[src/rtl/sipo_deserializer.sv]
// Serial-in/parallel-out deserialiser with valid/ready on both sides and configurable bit order.
// Define SIPO_PARITY_EN to expect a trailing even-parity bit per frame and report mismatches on out_perr.
module sipo_deserializer #(
  parameter int WIDTH     = 8,
  parameter bit MSB_FIRST = 1'b1
) (
  input  logic                         clk,
  input  logic                         rst_n,
  input  logic                         clr,
  input  logic                         in_bit,
  input  logic                         in_valid,
  output logic                         in_ready,
  output logic [WIDTH-1:0]             out_data,
  output logic                         out_valid,
  input  logic                         out_ready,
  output logic [$clog2(WIDTH+1)-1:0]   bit_cnt,
  output logic                         out_perr
);

  localparam int CW = $clog2(WIDTH+1);
`ifdef SIPO_PARITY_EN
  localparam logic [CW-1:0] LAST = CW'(WIDTH);
`else
  localparam logic [CW-1:0] LAST = CW'(WIDTH-1);
`endif

  logic [WIDTH-1:0] sreg_q, sreg_d, shifted, word;
  logic [WIDTH-1:0] data_q, data_d;
  logic [CW-1:0]    cnt_q, cnt_d;
  logic             vld_q, vld_d;
  logic             perr_q, perr_d, perr_calc;
  logic             accept, complete;

  assign in_ready = !(cnt_q == LAST && vld_q && !out_ready);
  assign accept   = in_valid && in_ready;
  assign complete = accept && (cnt_q == LAST);

  always_comb begin
    shifted = '0;
    if (MSB_FIRST) shifted = {sreg_q[WIDTH-2:0], in_bit};
    else           shifted = {in_bit, sreg_q[WIDTH-1:1]};
  end

  // With parity the completing bit is the parity bit, so the word is already in sreg.
  always_comb begin
`ifdef SIPO_PARITY_EN
    word      = sreg_q;
    perr_calc = (^sreg_q) ^ in_bit;
`else
    word      = shifted;
    perr_calc = 1'b0;
`endif
  end

  always_comb begin
    sreg_d = sreg_q;
    data_d = data_q;
    cnt_d  = cnt_q;
    vld_d  = vld_q;
    perr_d = perr_q;
    if (clr) begin
      sreg_d = '0;
      cnt_d  = '0;
      vld_d  = 1'b0;
      perr_d = 1'b0;
    end else begin
      if (vld_q && out_ready) vld_d = 1'b0;
      if (complete) begin
        sreg_d = word;
        data_d = word;
        cnt_d  = '0;
        vld_d  = 1'b1;
        perr_d = perr_calc;
      end else if (accept) begin
        sreg_d = shifted;
        cnt_d  = cnt_q + CW'(1);
      end
    end
  end

  always_ff @(posedge clk or negedge rst_n) begin
    if (!rst_n) begin
      sreg_q <= '0;
      data_q <= '0;
      cnt_q  <= '0;
      vld_q  <= 1'b0;
      perr_q <= 1'b0;
    end else begin
      sreg_q <= sreg_d;
      data_q <= data_d;
      cnt_q  <= cnt_d;
      vld_q  <= vld_d;
      perr_q <= perr_d;
    end
  end

  assign out_data  = data_q;
  assign out_valid = vld_q;
  assign bit_cnt   = cnt_q;
  assign out_perr  = perr_q;

endmodule

[config.mk]
export PLATFORM = sky130hd
export DESIGN_NAME = sipo_deserializer
export DESIGN_NICKNAME = d
export VERILOG_FILES = /design/src/rtl/sipo_deserializer.sv
export SDC_FILE = /design/constraint.sdc
export NUM_CORES = 1
export LEC_CHECK = 0
export BUFFER_PORTS_ARGS = -buffer_cell sky130_fd_sc_hd__buf_2
export CORE_UTILIZATION = 45
export DETAILED_ROUTE_END_ITERATION = 12
export PLACE_DENSITY = 0.74
export SYNTH_ARGS = -nofsm -noshare
export SYNTH_HDL_FRONTEND = slang
export SYNTH_SLANG_ARGS = --single-unit
[constraint.sdc]
create_clock -name clk -period 3.2 [get_ports clk]
set_clock_uncertainty 0.05 [all_clocks]
set_input_delay 0.32 -clock clk [delete_from_list [all_inputs] [get_ports clk]]
set_output_delay 0.32 -clock clk [all_outputs]
set_load 0.005 [all_outputs]
==> key figures, run 1 <==
Power and ir drop
  • Combinational cell fraction of total power: 0.089
  • Peak VDD IR: about 0.00027 V
  • Reg power frac: 0.519
  • Pwr Total: 534.0 µW
  • Pwr per Cell Area: between 400 and 500 nW/µm²
  • Lkg Pwr: between 0.0005 and 0.0006 µW
  • Clk pwr share: 0.392
  • Internal power: roughly 400 µW
  • Sw Pwr: 124.0 µW
  • Sw frac: 0.2322

Clock tree
  • CTS tree: built
  • Root Driver: clkbuf_4
  • CTS sink count: 20
  • Hold_buf cts: 1
  • Setup bufs post-CTS: 0
  • CTS H-Tree Depth: 1
  • CTS Buf Count: 3
  • Skew-Pair Late Insertion Delay: 0.30 ns
  • Max Root-Sink Buffers: 2
  • CTS resizes: 0
  • Register clock-pin slew on the reported worst setup and hold paths: 0.12 ns

Route
  • Antenna Nets Post-Route: 0
  • Remaining routing DRC violations: 0
  • Drt wl/cell: 15.45 µm
  • Pre-antenna DRT Iters: 4
  • Final WL: 2.117 mm
  • Via/cell ratio: around 6
  • DR iter-0 viols: 24
  • Routed via count: 837

Status
  • Outcome: complete, no violations

Place
  • Gpl congestion: roughly 0.74
  • Post-DP HPWL: around 1.4 mm
  • Number of port buffers: 19

Layout
  • Reg area: 500.5 µm²
  • Share of cells above drive strength 1: 0.3000
  • Multi-input gate area: 467.9 µm²
  • Antenna cell count: 0
  • # nets final: ~120
  • Layout fillers: 180
  • P&R area growth vs syn: 13.14%

Synthesis
  • Primary FF master, synth: dfrtp_1
  • Cell taking the most area after synthesis: dfrtp_1
  • Syn avg cell area: ~11 µm²
  • Post-synth top cells: dfrtp_1 (20), nand2_1 (11), nand4_1 (9)
  • Mapped cell area: 1028 µm²
  • Post-synth ARST share: 1.000
  • Mapped Cells: 95
  • Netlist cell types: 29
  • Synth Warn #: 0
  • Sequential share of the synthesized area: 0.4866
  • Largest cells by area after synthesis: dfrtp_1 (49%), mux2_2 (8.8%), a32oi_1 (6.0%)
  • Post-synth EDFFs: 0
  • Most numerous cell in the Yosys netlist: dfrtp_1
  • Net Count, Synth: 102
  • Post-synthesis register bit count: 20
  • Top cell type's share of synthesized area: 0.4866

Die
  • Core area: 2062 µm²
  • Starting Density: 0.4988
  • Die area: 2481 µm²
  • Die Y: 49.81 µm
  • Die width: 49.81 µm
  • IO Pins: 21
  • FP Rows: 16

Critical path
  • Worst-path fanout max: 17
  • Required @ worst endpoint: 2.83 ns
  • CP Launch Type: register
  • FF-to-FF setup slack: approximately 1.4 ns
  • CP Data Arrival Time: 1.74 ns
  • Reg2reg path depth: 4
  • Critical Path End Type: output pin
  • Setup CP Type: reg -> out

Timing
  • Least-Margin Pin Slew: 0.8529 ns
  • RSZ-0062 raised after global routing: false
  • Minimum clock period: 2.106 ns
  • FMAX: 0.4748 GHz
  • Setup violators final: 0
  • Hold_ws: ~0.22 ns
  • Fin. Hold Viols: 0
  • Final TNS setup: 0 ns
  • Slew margin rel.: 0.4302
  • Slew Viols, Final: 0
  • Final Cycle Share: 0.6582

Global route
  • Overflow after GRT: 0
  • Met1 usage: 0.2475
  • Gr busiest metal: met2
  • Vias in the first global route: 779
  • GRT Overall Usage: 0.1928
  • Global routing usage on met2: 0.3221
  • Largest net degree at the start of global routing: 21
  • First-pass GRT wire length: 3.622 mm
  • Global-route track usage on met3: 0.04012
  • Antenna violations before repair: 0

Hold path
  • HP Class: in -> reg
  • Cell depth of the worst hold path: 2

Run
  • Max Cap Violations: 0
logic make-up after synthesis:
group | Yosys count | share of synthesized area
adders and majority gates | 1 | 0.01216
AOI/OAI and AO/OA | 22 | 0.1654
and+or+nand+nor | 33 | 0.1861
DFF | 20 | 0.4866
buffers and inverters | 10 | 0.05839
other | 1 | 0.003646
muxes | 8 | 0.08759
metrics by stage:
step / instance area (µm²) / worst slack, ns / instances / util
after detailed placement: 1101 / 1.323 / 132 / 0.5340
final: 1164 / 1.094 / 137 / 0.5643
after CTS: 1164 / 1.087 / 137 / 0.5643
after global placement: 1101 / 1.424 / 132 / 0.5340
after global routing: 1164 / 0.9471 / 137 / 0.5643
after floorplan: 1028 / 1.552 / 95 / -
area by class of cell:
type	count	share of cell area
multi-input combinational	65	0.4021
tap	27	0.02903
sequential	20	0.4301
clock inverter	1	0.02581
clock buffer	3	0.01935
inverter	1	0.003226
timing repair buffer	20	0.09032
final timing paths:
check,startpoint,end
min in group asynchronous,rst_n,sreg_q[6]
worst min-delay path,in_bit,out_data[0]
worst max-delay path,bit_cnt[0],in_ready
worst min register to register,out_data[3],out_data[3]
worst max register to register,bit_cnt[0],out_data[7]
max in group asynchronous,rst_n,out_data[0]
power groups by stage:
stage / logic, µW / clock network (µW) / registers, µW
3_5_place_dp: 46.2 / 0 / 282
4_1_cts: 48.8 / 212 / 277
5_1_grt: 53.7 / 222 / 279
6_report: 47.7 / 209 / 277
3_3_place_gp: 44.4 / 0 / 281
2_1_floorplan: 29.5 / 0 / 280
registers in the layout (all words and copies together), names as in the netlist:
register	flops
out_valid	1
bit_cnt	4
out_data	8
sreg_q	7
metal layers:
layer / wire length, µm / vias up / part of all wire
li1: - / 399 / -
met1: 951 / 411 / 0.45
met2: 1063 / 23 / 0.50
met3: 79 / 4 / 0.037
met4: 22 / 0 / 0.010
met5: 0 / - / 0
critical path: stages (launching register included):
cell and delay, ns:
dfrtp_1 0.45, ha_1 0.28, and3b_2 0.41, nand2_1 0.11
buf_2 0.18
cell usage in the layout, fill, tap and decap left out, types with 2 or more instances in the layout:
cell and count:
dfrtp_1 20, buf_2 19, nand2_1 11, nand4_1 9, mux2_2 8, a32oi_1 7, o211ai_1 6, a21oi_1 3
clkbuf_4 3, nor2b_1 2, nor3_1 2, and2_1 2, o311ai_0 2
(Power assumes the default switching activity.)
==> run 2: changes to the inputs <==
--- a/config.mk
+++ b/config.mk
@@ -5,10 +5,11 @@
 export SDC_FILE = /design/constraint.sdc
 export NUM_CORES = 1
 export LEC_CHECK = 0
+export ABC_AREA = 1
 export BUFFER_PORTS_ARGS = -buffer_cell sky130_fd_sc_hd__buf_2
 export CORE_UTILIZATION = 45
 export DETAILED_ROUTE_END_ITERATION = 12
-export PLACE_DENSITY = 0.74
+export PLACE_DENSITY = 0.73
 export SYNTH_ARGS = -nofsm -noshare
 export SYNTH_HDL_FRONTEND = slang
 export SYNTH_SLANG_ARGS = --single-unit
==> constraint.sdc (replaced) <==
create_clock -name clk -period 2 [get_ports clk]
set_clock_uncertainty 0.05 [all_clocks]
set_input_delay 0.2 -clock clk [delete_from_list [all_inputs] [get_ports clk]]
set_output_delay 0.2 -clock clk [all_outputs]
set_load 0.005 [all_outputs]
==> run 2 against run 1 <==
Sequential share of layout area down 0.14 points; sequential cell count is the same; utilization decreased by 3.1 points; worst setup slack worse by 0.78 ns; combinational power grew 75%; cell area rose by 0.32%; critical path depth grew 1; global-route usage is 1.8 points lower; critical path type unchanged; largest cell class unchanged; largest power group unchanged.
==> key figures, run 2 <==
Critical path
  • Reg2reg path depth: 6 (was 4)
  • CP Launch Type: register (unchanged)
  • Slowest library cell on the worst path: dfrtp_1 (unchanged)
  • CP Data Arrival Time: 1.43 ns (was 1.74 ns)
  • Setup CP Type: reg -> out (unchanged)
  • Worst-path fanout max: 9 (was 17)
  • Required @ worst endpoint: 1.75 ns (was 2.83 ns)
  • CP Cell Sequence: ha_1 -> nand2_2 -> nor2_8 -> nand2_4 -> buf_2 (was ha_1 -> and3b_2 -> nand2_1 -> buf_2)
  • Largest stage delay, worst path: 0.45 ns (about the same)
  • Critical Path End Type: output pin (unchanged)

Global route
  • First-pass GRT wire length: 3.229 mm (was 3.622 mm)
  • Largest net degree at the start of global routing: 21 (unchanged)
  • Overflow after GRT: 0 (unchanged)
  • Vias in the first global route: 779 (unchanged)
  • Antenna violations before repair: 0 (unchanged)
  • GRT Overall Usage: 0.1745 (was 0.1928)

Layout
  • Max FFs per register: 8 (unchanged)
  • Most frequent cells in the layout: nand2_1 (23), dfrtp_1 (20), buf_2 (19), inv_1 (16), o21ai_2 (13) (was dfrtp_1 (20), buf_2 (19), nand2_1 (11), nand4_1 (9), mux2_2 (8))
  • Multi-input gate area: 419.2 µm² (was 467.9 µm²)
  • Antenna cell count: 0 (unchanged)
  • # nets final: 137 (was 118)
  • Share of cells above drive strength 1: 0.3411 (was 0.3000)
  • Reg area: 500.5 µm² (unchanged)
  • Most common cell after layout, fill and taps aside: nand2_1 (was dfrtp_1)
  • P&R area growth vs syn: 12.27% (was 13.14%)
  • Final cell count without fillers: 157 (was 137)
  • Layout fillers: 198 (was 180)
  • Final Cell Area: 1167 µm² (was 1164 µm²)

Power and ir drop
  • Peak VDD IR: 0.0002907 V (was 0.0002662 V)
  • Lkg Pwr: 0.0006376 µW (was 0.0005215 µW)
  • Pwr per Cell Area: 635.4 nW/µm² (was 458.9 nW/µm²)

Timing
  • Fin. Hold Viols: 0 (unchanged)
  • Slew Viols, Final: 0 (unchanged)
  • Final setup margin: 0.3171 ns (was 1.094 ns)
  • Minimum clock period: ~1.7 ns
  • Final Cycle Share: 0.8415
  • Hold_ws: 0.1116 ns (was 0.2202 ns)
  • Setup violators final: 0 (unchanged)
  • RSZ-0062 raised after global routing: false (unchanged)
  • Final TNS setup: 0 ns (unchanged)
  • FMAX: 0.5942 GHz

Synthesis
  • Net Count, Synth: 117 (was 102)
  • Largest family of logic cells by synthesized area: simple AND/OR/NAND/NOR gates (unchanged)
  • Post-synthesis mux area share: 0 (was 0.08759)
  • Netlist cell types: 23 (was 29)
  • Synth Area in Adders: 0.01203 (was 0.01217)
  • Post-synth top cells: nand2_1 (23), dfrtp_1 (20), inv_1 (16) (was dfrtp_1 (20), nand2_1 (11), nand4_1 (9))
  • Xor/xnor cell area share of the yosys netlist: 0 (unchanged)
  • Syn avg cell area: 9.452 µm² (was 10.83 µm²)
  • Post-synthesis register bit count: 20 (unchanged)
  • Post-synth ARST share: 1.000 (unchanged)
  • Mapped Cells: 110 (was 95)
  • Top cell type's share of synthesized area: 0.4813 (was 0.4866)
  • Post-synth EDFFs: 0 (unchanged)
  • Synth Warn #: 0 (unchanged)
  • Largest cells by area after synthesis: dfrtp_1 (48%), o21ai_2 (11%), nand2_1 (8.3%) (was dfrtp_1 (49%), mux2_2 (8.8%), a32oi_1 (6.0%))
  • Post-Synth Simple-Gate Area: 0.2274 (was 0.1861)
  • Post-synthesis compound-gate area fraction: 0.1600 (was 0.1655)
  • Sequential share of the synthesized area: 0.4813 (was 0.4866)
  • Mapped cell area: 1040 µm² (was 1028 µm²)
  • Cell taking the most area after synthesis: dfrtp_1 (unchanged)
  • Primary FF master, synth: dfrtp_1 (unchanged)
  • Most numerous cell in the Yosys netlist: nand2_1 (was dfrtp_1)

Place
  • Placement Cell Area: 1121 µm² (was 1101 µm²)
  • Gpl congestion: 0.7650 (was 0.7406)
  • Pre-CTS setup slack: 0.4632 ns (was 1.323 ns)
  • Number of port buffers: 19 (unchanged)
  • Placed Cells: 152 (was 132)
  • Post-DP HPWL: 1.343 mm (was 1.441 mm)

Clock tree
  • Root Driver: clkbuf_4 (unchanged)
  • CTS H-Tree Depth: 1 (unchanged)
  • CTS sink count: 20 (unchanged)
  • Register clock-pin slew on the reported worst setup and hold paths: 0.11 ns (was 0.12 ns)
  • Skew-Pair Late Insertion Delay: 0.29 ns (was 0.30 ns)
  • Max Root-Sink Buffers: 2 (unchanged)
  • CTS tree: built (unchanged)
  • CTS Buf Count: 3 (unchanged)

Die
  • FP Rows: 17 (was 16)
  • IO Pins: 21 (unchanged)
  • Die Y: 50.07 µm (was 49.81 µm)
  • Die width: 50.07 µm (was 49.81 µm)
  • Die area: 2507 µm² (was 2481 µm²)
  • Starting Density: 0.4746 (was 0.4988)
  • Core area: 2191 µm² (was 2062 µm²)

Route
  • Final WL: 1.906 mm (was 2.117 mm)
  • Routed via count: 800 (was 837)
  • DR iter-0 viols: 14 (was 24)
  • Remaining routing DRC violations: 0 (unchanged)
  • Drt wl/cell: 12.14 µm (was 15.45 µm)
  • Antenna Nets Post-Route: 0 (unchanged)
  • Pre-antenna DRT Iters: 4 (unchanged)
  • Via/cell ratio: 5.096 (was 6.109)

Run
  • Max Cap Violations: 0 (unchanged)

Status
  • Outcome: complete, no violations (unchanged)

Hold path
  • Cell depth of the worst hold path: 3 (was 2)
  • HP Class: in -> reg (unchanged)
## run 2: cell count changes after synthesis, moves of 6 or more
| cell | previous run | this run |
|---|---|---|
| o21ai_2 | 0 | 13 |
| nand4_1 | 9 | 3 |
| nand3_1 | 0 | 7 |
| inv_1 | 1 | 16 |
| a32oi_1 | 7 | 0 |
| nand2_1 | 11 | 23 |
| mux2_2 | 8 | 0 |
## run 2: area by class of cell
type                    count  area share
flip-flops and latches     20      0.4287
multi-input cells          66      0.3591
repair buffers             20     0.09003
inverters                  19     0.06109
clock buffers               4     0.03108
well taps                  28     0.03001
## run 2: logic make-up (layout without fill, tap and decap cells)
group / after synthesis / count (layout)
AND/OR/NAND/NOR: 43 / 43
AO/OA/AOI/OAI: 21 / 21
buffers and inverters: 24 / 43
flip-flops: 20 / 20
adder cells (fa/ha/maj): 1 / 1
other: 1 / 1
## run 2: worst max-delay path, delay by kind of cell, from the launching register on
family | cells | cell delay, ns
flops | 1 | 0.45
simple gates | 3 | 0.31
buf+inv | 1 | 0.14
fa+ha+maj | 1 | 0.24
## run 2: power breakdown
group	internal (µW)	switching [µW]
clock	111	120
combinational	27.0	56.3
sequential	419	8.71
total	557	185
## run 2: path summary, 6_finish.rpt
check                             from          end  slack [ns]
max in group asynchronous        rst_n    sreg_q[1]        1.26
max                         bit_cnt[0]     in_ready        0.32
max reg2reg                 bit_cnt[0]  out_data[5]        0.45
min                             in_bit  out_data[0]        0.11
min reg2reg                out_data[3]  out_data[3]        0.44
min in group asynchronous        rst_n  out_data[4]        0.33
## run 2: what timing repair did
action,CTS,global route
hold endpoints to repair,20,0
hold buffers,1,0
setup buffers,0,0
gates resized for setup,0,0
## run 2: metrics by stage
stage	utilization	power, µW
CTS	0.5328	752.5
finish	0.5328	741.8
global route	0.5328	781.7
global placement	0.5117	514.3
floorplan	-	494.4
detailed placement	0.5117	518.7
## run 2: routing by layer
metal / vias up / global-route usage / wire length (µm) / part of all wire
met3: 2 / 0.02778 / 65 / 0.034
met4: 0 / 0.08095 / 13 / 0.0068
met2: 18 / 0.3000 / 978 / 0.51
met1: 389 / 0.2103 / 849 / 0.45
li1: 391 / - / - / -
met5: - / 0 / 0 / 0
